$ cat src/rtl/if_fetch_unit.sv
// rtl/if_fetch_unit.sv - instruction fetch unit with credit-limited fetch queue
module if_fetch_unit #(
  parameter int                XLEN     = 32,
  parameter int                ILEN     = 32,
  parameter int                DEPTH    = 4,
  parameter logic [XLEN-1:0]   RESET_PC = '0
) (
  input  logic                       clk,
  input  logic                       rst,
  input  logic                       redirect,
  input  logic [XLEN-1:0]            redirect_addr,
  output logic                       imem_req,
  output logic [XLEN-1:0]            imem_addr,
  input  logic [ILEN-1:0]            imem_rdata,
  output logic                       out_valid,
  input  logic                       out_ready,
  output logic [XLEN-1:0]            out_pc,
  output logic [ILEN-1:0]            out_inst,
  output logic [$clog2(DEPTH):0]     count
);

  localparam int PW = $clog2(DEPTH);
  localparam int CW = PW + 1;

  logic [XLEN-1:0] fetch_pc_q, fetch_pc_d;
  logic [CW-1:0]   count_q, count_d;
  logic [PW-1:0]   head_q, head_d;
  logic [PW-1:0]   tail_q, tail_d;
  logic            inflight_q, inflight_d;
  logic [XLEN-1:0] inflight_addr_q, inflight_addr_d;

  logic [XLEN-1:0] pc_mem   [DEPTH];
  logic [ILEN-1:0] inst_mem [DEPTH];

  logic enq;
  logic deq;

  always_comb begin
    fetch_pc_d      = fetch_pc_q;
    count_d         = count_q;
    head_d          = head_q;
    tail_d          = tail_q;
    inflight_d      = inflight_q;
    inflight_addr_d = inflight_addr_q;

    // An in-flight request holds a slot so a response always has room; a
    // same-cycle dequeue is deliberately not credited to keep this path short.
    imem_req  = !rst && !redirect && ((int'(count_q) + int'(inflight_q)) < DEPTH);
    out_valid = !rst && !redirect && (count_q != '0);
    deq       = out_valid && out_ready;
    enq       = !rst && !redirect && inflight_q;

    if (redirect) begin
      fetch_pc_d = {redirect_addr[XLEN-1:2], 2'b00};
      count_d    = '0;
      head_d     = '0;
      tail_d     = '0;
      inflight_d = 1'b0;
    end else begin
      if (imem_req) begin
        fetch_pc_d = fetch_pc_q + XLEN'(4);
      end
      inflight_d      = imem_req;
      inflight_addr_d = fetch_pc_q;
      if (enq) begin
        tail_d = tail_q + PW'(1);
      end
      if (deq) begin
        head_d = head_q + PW'(1);
      end
      case ({enq, deq})
        2'b10:   count_d = count_q + CW'(1);
        2'b01:   count_d = count_q - CW'(1);
        default: count_d = count_q;
      endcase
    end
  end

  always_ff @(posedge clk) begin
    if (rst) begin
      fetch_pc_q <= RESET_PC;
      count_q    <= '0;
      head_q     <= '0;
      tail_q     <= '0;
      inflight_q <= 1'b0;
    end else begin
      fetch_pc_q <= fetch_pc_d;
      count_q    <= count_d;
      head_q     <= head_d;
      tail_q     <= tail_d;
      inflight_q <= inflight_d;
    end
    inflight_addr_q <= inflight_addr_d;
  end

  // Queue payload is not reset; only the pointers and count gate visibility.
  always_ff @(posedge clk) begin
    if (enq) begin
      pc_mem[tail_q]   <= inflight_addr_q;
      inst_mem[tail_q] <= imem_rdata;
    end
  end

  assign imem_addr = fetch_pc_q;
  assign out_pc    = pc_mem[head_q];
  assign out_inst  = inst_mem[head_q];
  assign count     = count_q;

endmodule
$ cat config.mk
export PLATFORM = sky130hd
export DESIGN_NAME = if_fetch_unit
export DESIGN_NICKNAME = d
export VERILOG_FILES = /design/src/rtl/if_fetch_unit.sv
export SDC_FILE = /design/constraint.sdc
export NUM_CORES = 1
export LEC_CHECK = 0
export CORE_ASPECT_RATIO = 1.1
export CORE_MARGIN = 5
export CORE_UTILIZATION = 45
export CTS_CLUSTER_DIAMETER = 120
export DETAILED_ROUTE_END_ITERATION = 10
export DONT_BUFFER_PORTS = 1
export PLACE_DENSITY = 0.58
export SLEW_MARGIN = 20
export SYNTH_ARGS = -nofsm -noshare
export SYNTH_HDL_FRONTEND = slang
export SYNTH_SLANG_ARGS = --single-unit
$ cat constraint.sdc
create_clock -name clk -period 5 [get_ports clk]
set_clock_uncertainty 0.1 [all_clocks]
set_input_delay 0.5 -clock clk [delete_from_list [all_inputs] [get_ports clk]]
set_output_delay 0.5 -clock clk [all_outputs]
set_load 0.05 [all_outputs]
==> summary.log, run 1 <==
[routing] number of DRC markers in iteration 0 371
[clock_tree] clock tree from TritonCTS built
[routing] WL per Instance 22.6 um
[global_route] All-Layer GR Usage 0.154
[power] fraction of power consumed by the clock network 0.413
[setup_path] required time at the worst-slack endpoint 4.40 ns
[run_status] outcome finished clean
[global_route] largest net degree at the start of global routing 63
[finish] Synth-to-Final Area Change 14.8%
[clock_tree] clock network latency to the later pin of the worst-skew pair 0.54 ns
[die] core area 26200 sq um
[hold_path] hold depth 2
[power] combinational power share 0.029
[placement] final estimated routing congestion in global placement 0.806
[power] static leakage 4.26 nW
[sta] Setup TNS Final 0 ns
[flow_run] max-cap check violation count 0
[routing] mean number of vias per cell 5.62
[power] power per unit of standard cell area 395 nW/um^2
[setup_path] Worst Setup End Kind output pin
[sta] final worst-path cycle share 0.642
[sta] Pins Over Slew Limit 0
[die] die height 181 um
[synth] post-synthesis average cell area 19.1 sq um
[synth] largest cells by area after synthesis edfxtp_1 69%, mux4_2 12%, dfxtp_1 6.7%, xnor2_1 1.5%, nand2_1 1.0%
[sta] normalized max-slew margin 0.284
[routing] DRC 0
[clock_tree] TritonCTS buffer count 31
[synth] number of warnings printed during yosys synthesis 0
[setup_path] data arrival time of the critical path 2.61 ns
[power] switching power 0.00113 W
[synth] share of Yosys cell area claimed by the top area cell type 0.694
[setup_path] critical path startpoint category flop
[routing] vias post-DR 5942
[power] sum of internal, switching and leakage power 0.00545 W
[sta] worst slack on hold paths 0.0278 ns
[clock_tree] Hold-fix buffers, CTS 44
[die] IO Count 169
[finish] leading cell type in the layout, fill and taps excluded edfxtp_1
[clock_tree] CTS Root Buffer Type clkbuf_16
[routing] count of antenna-violating nets left after detailed routing 0
[clock_tree] Max H-tree Level 1
[sta] Final Hold Viols 0
[finish] share of cells above drive strength 1 0.170
[die] effective utilization at floorplan 0.459
[placement] Port Buffer Count 0
[die] count of standard-cell rows 62
[hold_path] type of the most critical hold path in2reg
[clock_tree] buffers inserted by post-CTS timing repair 0
[sta] final critical delay including setup and external delays 3.21 ns
[sta] final-report setup violation count 0
[global_route] wire length of the first global-routing pass 36.7 mm
[routing] total wirelength of the detailed-routed design 23.9 mm
[clock_tree] clock-pin slew of the registers on the worst-case setup and hold paths 0.06 ns
[synth] post-synthesis instance area 12000 sq um
[clock_tree] maximum clock insertion buffer count 3
[synth] share of synthesized area occupied by flip-flops and latches 0.761
[die] area of the die 30100 sq um
[power] Worst IR Drop VDD 0.218 mV
[finish] number of inserted diodes 0
[placement] detailed placer's ending HPWL 13.9 mm
[power] register share of total power 0.558
[power] cell-internal power 0.00431 W
[finish] highest-count cells in the layout ignoring fill and taps 278 x edfxtp_1, 62 x mux4_2, 44 x dlygate4sd3_1
[finish] number of nets in the layout 756
[synth] number of distinct library cell variants in the gate-level netlist after synthesis 46
[global_route] via count of the first global-routing pass 6221
[global_route] number of antenna violations at the first check in global routing 0
[setup_path] cell depth of the worst flop-to-flop path 8
[sta] setup repair after global routing missed its margin no
[routing] 1st-pass router iterations 4
[synth] prevailing post-synth register cell edfxtp_1
[synth] number of synthesized flops with an enable pin 278
[setup_path] type of the setup path with the least slack reg2out
[clock_tree] Num Clock Sinks 318
[clock_tree] number of gates resized after CTS 0
[global_route] GRT Residual Overflow 0
[synth] cell count after synthesis 631
[synth] fraction of registers with async set or reset after synthesis 0
[synth] dominant cell type by area after synthesis edfxtp_1
[sta] peak clock frequency supported by timing 0.311 GHz
[power] Sw Share 0.208
[synth] flip-flop and latch count after synthesis 318
[sta] worst-margin pin slew 1.07 ns
[die] Die Width 166 um
[setup_path] largest fanout on the critical path 41
[metrics by stage]
stage	area [sq um]	cells	setup slack, ns	util
after floorplan	12000	634	2.07	-
after global placement	12400	956	2.19	0.472
after detailed placement	12400	956	2.04	0.472
after CTS	13800	1057	1.67	0.527
after global routing	13800	1057	1.58	0.527
final	13800	1057	1.79	0.527
[synth_stat cells (4+ instances only)]
cell and count:
o22ai_1 4, buf_4 4, dfxtp_1 40, a211oi_1 8, or3_1 4, nor3_1 9, xnor2_1 21, edfxtp_1 278
buf_2 10, nor2_1 27, nand3_1 10, o21ai_0 4, mux4_2 62, a21oi_1 18, and4_1 5, inv_1 9
nor4_1 6, xor2_1 4, clkbuf_1 18, and3_1 12, ha_1 6, nand2_1 32, nand4_1 9
[sequential cells by signal, summed over array words and instances, names as in the netlist, named ones only]
register	flops
pc_mem	120
tail_q	2
inflight_addr_q	30
imem_addr	30
count	3
inst_mem	128
head_q	2
inflight_q	1
[logic make-up (layout without fill, tap and decap cells)]
group,count (synthesis),count (layout),share of synthesized area
compound gates,45,45,0.0235
xor+xnor,25,25,0.0182
fa+ha+maj,7,7,0.00791
buf+inv,44,115,0.0160
flops,318,318,0.761
mux,67,67,0.121
other cells,1,4,0.000312
simple gates,124,124,0.0525
[routing by layer]
metal / part of all wire / up-vias / global-route usage
met5: 0 / - / 0
met2: 0.50 / 192 / 0.260
li1: - / 2621 / -
met1: 0.42 / 3102 / 0.200
met4: 0.016 / 0 / 0.0366
met3: 0.073 / 27 / 0.0450
[worst paths after layout]
check                                startpoint                    endpoint  slack [ns]
hold reg to reg   inflight_addr_q[27]$_DFFE_PN_     pc_mem[3][27]$_DFFE_PP_        0.40
setup / recovery                           flop                out_inst[28]        1.79
hold / removal                redirect_addr[16]  imem_addr[16]$_SDFFE_PP0P_        0.03
setup reg to reg          count[2]$_SDFFE_PP0P_       count[2]$_SDFFE_PP0P_        2.02
[power groups by stage]
| stage | logic, W | registers, W | clock network (W) |
|---|---|---|---|
| finish | 0.000157 | 0.00304 | 0.00225 |
| global route | 0.000168 | 0.00305 | 0.00243 |
| CTS | 0.000158 | 0.00304 | 0.00231 |
| detailed placement | 0.000115 | 0.00310 | 0 |
| global placement | 0.000112 | 0.00309 | 0 |
| floorplan | 0.000106 | 0.00308 | 0 |
[layout make-up]
cell class / count / area (sq um)
fillers: 2138 / 12400
flip-flops and latches: 318 / 9160
multi-input cells: 272 / 2710
clock buffers: 43 / 841
repair buffers: 48 / 470
well taps: 352 / 440
clock inverters: 14 / 146
inverters: 10 / 37.5
[worst max-delay path: stages, from the launching register on]
cell and delay, ns:
dfxtp_4 0.92, buf_4 0.41, mux4_2 0.71
(Power assumes the default switching activity.)
==> inputs of run 2 (changes only) <==
==> constraint.sdc (replaced) <==
create_clock -name clk -period 3.3 [get_ports clk]
set_clock_uncertainty 0.1 [all_clocks]
set_input_delay 0.33 -clock clk [delete_from_list [all_inputs] [get_ports clk]]
set_output_delay 0.33 -clock clk [all_outputs]
set_load 0.05 [all_outputs]
==> run 2 against run 1 <==
Final cell count increased by 4.8%. Routed wire length rose by 2.1%. Design area up 4.1%. Clock power grew 64%. First-iteration DRC count grew 5.1%. Critical path type is now reg2reg. Critical endpoint is now imem_addr[8]$_SDFFE_PP0P_. Largest power group unchanged.
==> summary.log, run 2 (synthesis results as in run 1) <==
[run_status] outcome finished clean
[clock_tree] clock tree from TritonCTS built
[power] register share of total power 0.527 [-0.031]
[power] static leakage 4.56 nW [+6.8%]
[clock_tree] clock network latency to the later pin of the worst-skew pair 0.49 ns [-0.05 ns]
[sta] Final Hold Viols 0 [unchanged]
[hold_path] hold wc startpoint redirect
[setup_path] CP Cell Sequence buf_4 -> and3_1 -> or3_1 -> inv_2 -> nand4_1 -> mux2_1 -> a21oi_1 -> dlygate4sd3_1
[finish] top flop regs inst_mem (128), pc_mem (120)
[global_route] number of antenna violations at the first check in global routing 0 [unchanged]
[setup_path] slowest CP cell dlygate4sd3_1
[placement] final estimated routing congestion in global placement 0.862 [+7.0%]
[placement] Port Buffer Count 0 [unchanged]
[setup_path] Worst Setup End Kind flop
[power] cell-internal power 0.00685 W [+59%]
[routing] 1st-pass router iterations 5 [+1]
[finish] highest-count cells in the layout ignoring fill and taps 278 x edfxtp_1, 63 x dlygate4sd3_1, 62 x mux4_2
[clock_tree] maximum clock insertion buffer count 3 [unchanged]
[setup_path] worst path buffer plus inverter count 3 [+2]
[setup_path] largest fanout on the critical path 8 [-80%]
[power] switching power 0.00175 W [+54%]
[die] area of the die 30100 sq um [unchanged]
[clock_tree] number of gates resized after CTS 0 [unchanged]
[sta] Pins Over Slew Limit 0 [unchanged]
[setup_path] critical path startpoint category flop
[placement] detailed placer's ending HPWL 14.7 mm [+5.2%]
[setup_path] type of the setup path with the least slack reg2reg
[flow_run] max-cap check violation count 0 [unchanged]
[power] Sw Share 0.204 [-0.00437]
[routing] DRC 0 [unchanged]
[finish] number of nets in the layout 807 [+6.7%]
[power] power per unit of standard cell area 598 nW/um^2 [+52%]
[clock_tree] Max H-tree Level 2 [+1]
[sta] peak clock frequency supported by timing 0.350 GHz
[sta] final worst-path cycle share 0.867
[finish] top register by number of flip-flops inst_mem
[routing] count of antenna-violating nets left after detailed routing 0 [unchanged]
[sta] normalized max-slew margin 0.325 [+0.0407]
[sta] worst-margin pin slew 1.01 ns [-0.0576 ns]
[die] die height 181 um [unchanged]
[clock_tree] clock-pin slew of the registers on the worst-case setup and hold paths 0.06 ns [about the same]
[hold_path] type of the most critical hold path in2reg
[global_route] largest net degree at the start of global routing 63 [unchanged]
[finish] number of cells in the finished layout apart from fillers 1108 [+4.8%]
[sta] setup repair after global routing missed its margin no
[finish] leading cell type in the layout, fill and taps excluded edfxtp_1
[power] sum of internal, switching and leakage power 0.00860 W [+58%]
[sta] Setup TNS Final 0 ns [unchanged]
[setup_path] data arrival time of the critical path 3.20 ns [+0.59 ns]
[finish] Largest register FFs 128 [unchanged]
[global_route] via count of the first global-routing pass 6467 [+4.0%]
[finish] Synth-to-Final Area Change 19.5%
[finish] number of inserted diodes 0 [unchanged]
[global_route] All-Layer GR Usage 0.162 [+0.00804]
[routing] WL per Instance 22.0 um [-2.6%]
[power] Worst IR Drop VDD 0.344 mV [+58%]
[finish] final standard cell utilization of the core 0.548 [+0.0215]
[setup_path] required time at the worst-slack endpoint 3.64 ns [-0.76 ns]
[setup_path] maximum cell stage delay along the critical path 0.56 ns [-0.36 ns]
[die] count of standard-cell rows 62 [unchanged]
[die] core area 26200 sq um [unchanged]
[routing] total wirelength of the detailed-routed design 24.4 mm [+2.1%]
[global_route] wire length of the first global-routing pass 38.4 mm [+4.4%]
[clock_tree] Num Clock Sinks 318 [unchanged]
[die] IO Count 169 [unchanged]
[global_route] GRT Residual Overflow 0 [unchanged]
[finish] number of fill cells in the layout 2075 [-2.9%]
[placement] placed cell count 984 [+2.9%]
[die] Die Width 166 um [unchanged]
[power] combinational power share 0.042 [+0.013]
[clock_tree] CTS Root Buffer Type clkbuf_16
[setup_path] CP top delay family buffers and inverters
[sta] final-report setup violation count 0 [unchanged]
[clock_tree] TritonCTS buffer count 34 [+9.7%]
[routing] vias post-DR 6124 [+3.1%]
[die] effective utilization at floorplan 0.459 [unchanged]
[power] fraction of power consumed by the clock network 0.431 [+0.018]
[setup_path] Critical path origin count[0]$_SDFFE_PP0P_
[finish] share of cells above drive strength 1 0.198 [+0.0282]
[routing] number of DRC markers in iteration 0 390 [+5.1%]
[setup_path] R2R Path Start count[0]$_SDFFE_PP0P_
[sta] final critical delay including setup and external delays 2.86 ns
[routing] mean number of vias per cell 5.53 [-1.7%]
==> run 2: stage by stage <==
stage          setup slack [ns]  hold WS [ns]  cell area (sq um)
2_1_floorplan             0.539         0.329              12000
3_3_place_gp              0.701         0.305              12600
3_5_place_dp              0.564         0.305              12600
4_1_cts                   0.465       0.00154              14400
5_1_grt                   0.386        0.0218              14400
6_report                  0.439        0.0272              14400
==> run 2: worst register-to-register path: cells and delay by family (launching register included) <==
kind	cells	cell delay [ns]
buffers and inverters	3	1.07
and+or+nand+nor	3	0.85
muxes	1	0.35
DFF	1	0.31
AOI/OAI and AO/OA	1	0.14
==> run 2: layout make-up <==
cell class,count,area [sq um],area share
Tap cell,352,440,0.0306
Timing Repair Buffer,96,926,0.0644
Clock inverter,15,173,0.0120
Inverter,10,37.5,0.00261
Sequential cell,318,9160,0.637
Clock buffer,45,923,0.0643
Multi-Input combinational cell,272,2710,0.189
==> run 2: worst paths after layout <==
kind	to	slack, ns	cells past startpoint
min reg2reg	pc_mem[2][20]$_DFFE_PP_	0.40	0
max	imem_addr[8]$_SDFFE_PP0P_	0.44	8
max reg2reg	imem_addr[8]$_SDFFE_PP0P_	0.44	8
min	imem_addr[15]$_SDFFE_PP0P_	0.03	3
==> run 2: metal layers <==
metal  routed length (um)  vias to the layer above  share of wire  GRT usage
met5                    0                        -              0          0
met4                  494                        0          0.020     0.0406
met3                 2050                       39          0.084     0.0535
met2                12100                      220           0.50      0.273
met1                 9730                     3128           0.40      0.206
li1                     -                     2737              -          -
==> run 2: timing repair <==
item / in CTS / in global routing
buffers inserted: 0 / 0
hold buffers: 64 / 0
endpoints found under the hold margin: 158 / 0
==> run 2: power groups by stage <==
stage          Sequential [W]  Combinational [W]  Clock (W)
2_1_floorplan         0.00466           0.000160          0
3_5_place_dp          0.00462           0.000280          0
6_report              0.00453           0.000364    0.00370
3_3_place_gp          0.00461           0.000277          0
4_1_cts               0.00453           0.000367    0.00381
5_1_grt               0.00454           0.000388    0.00398
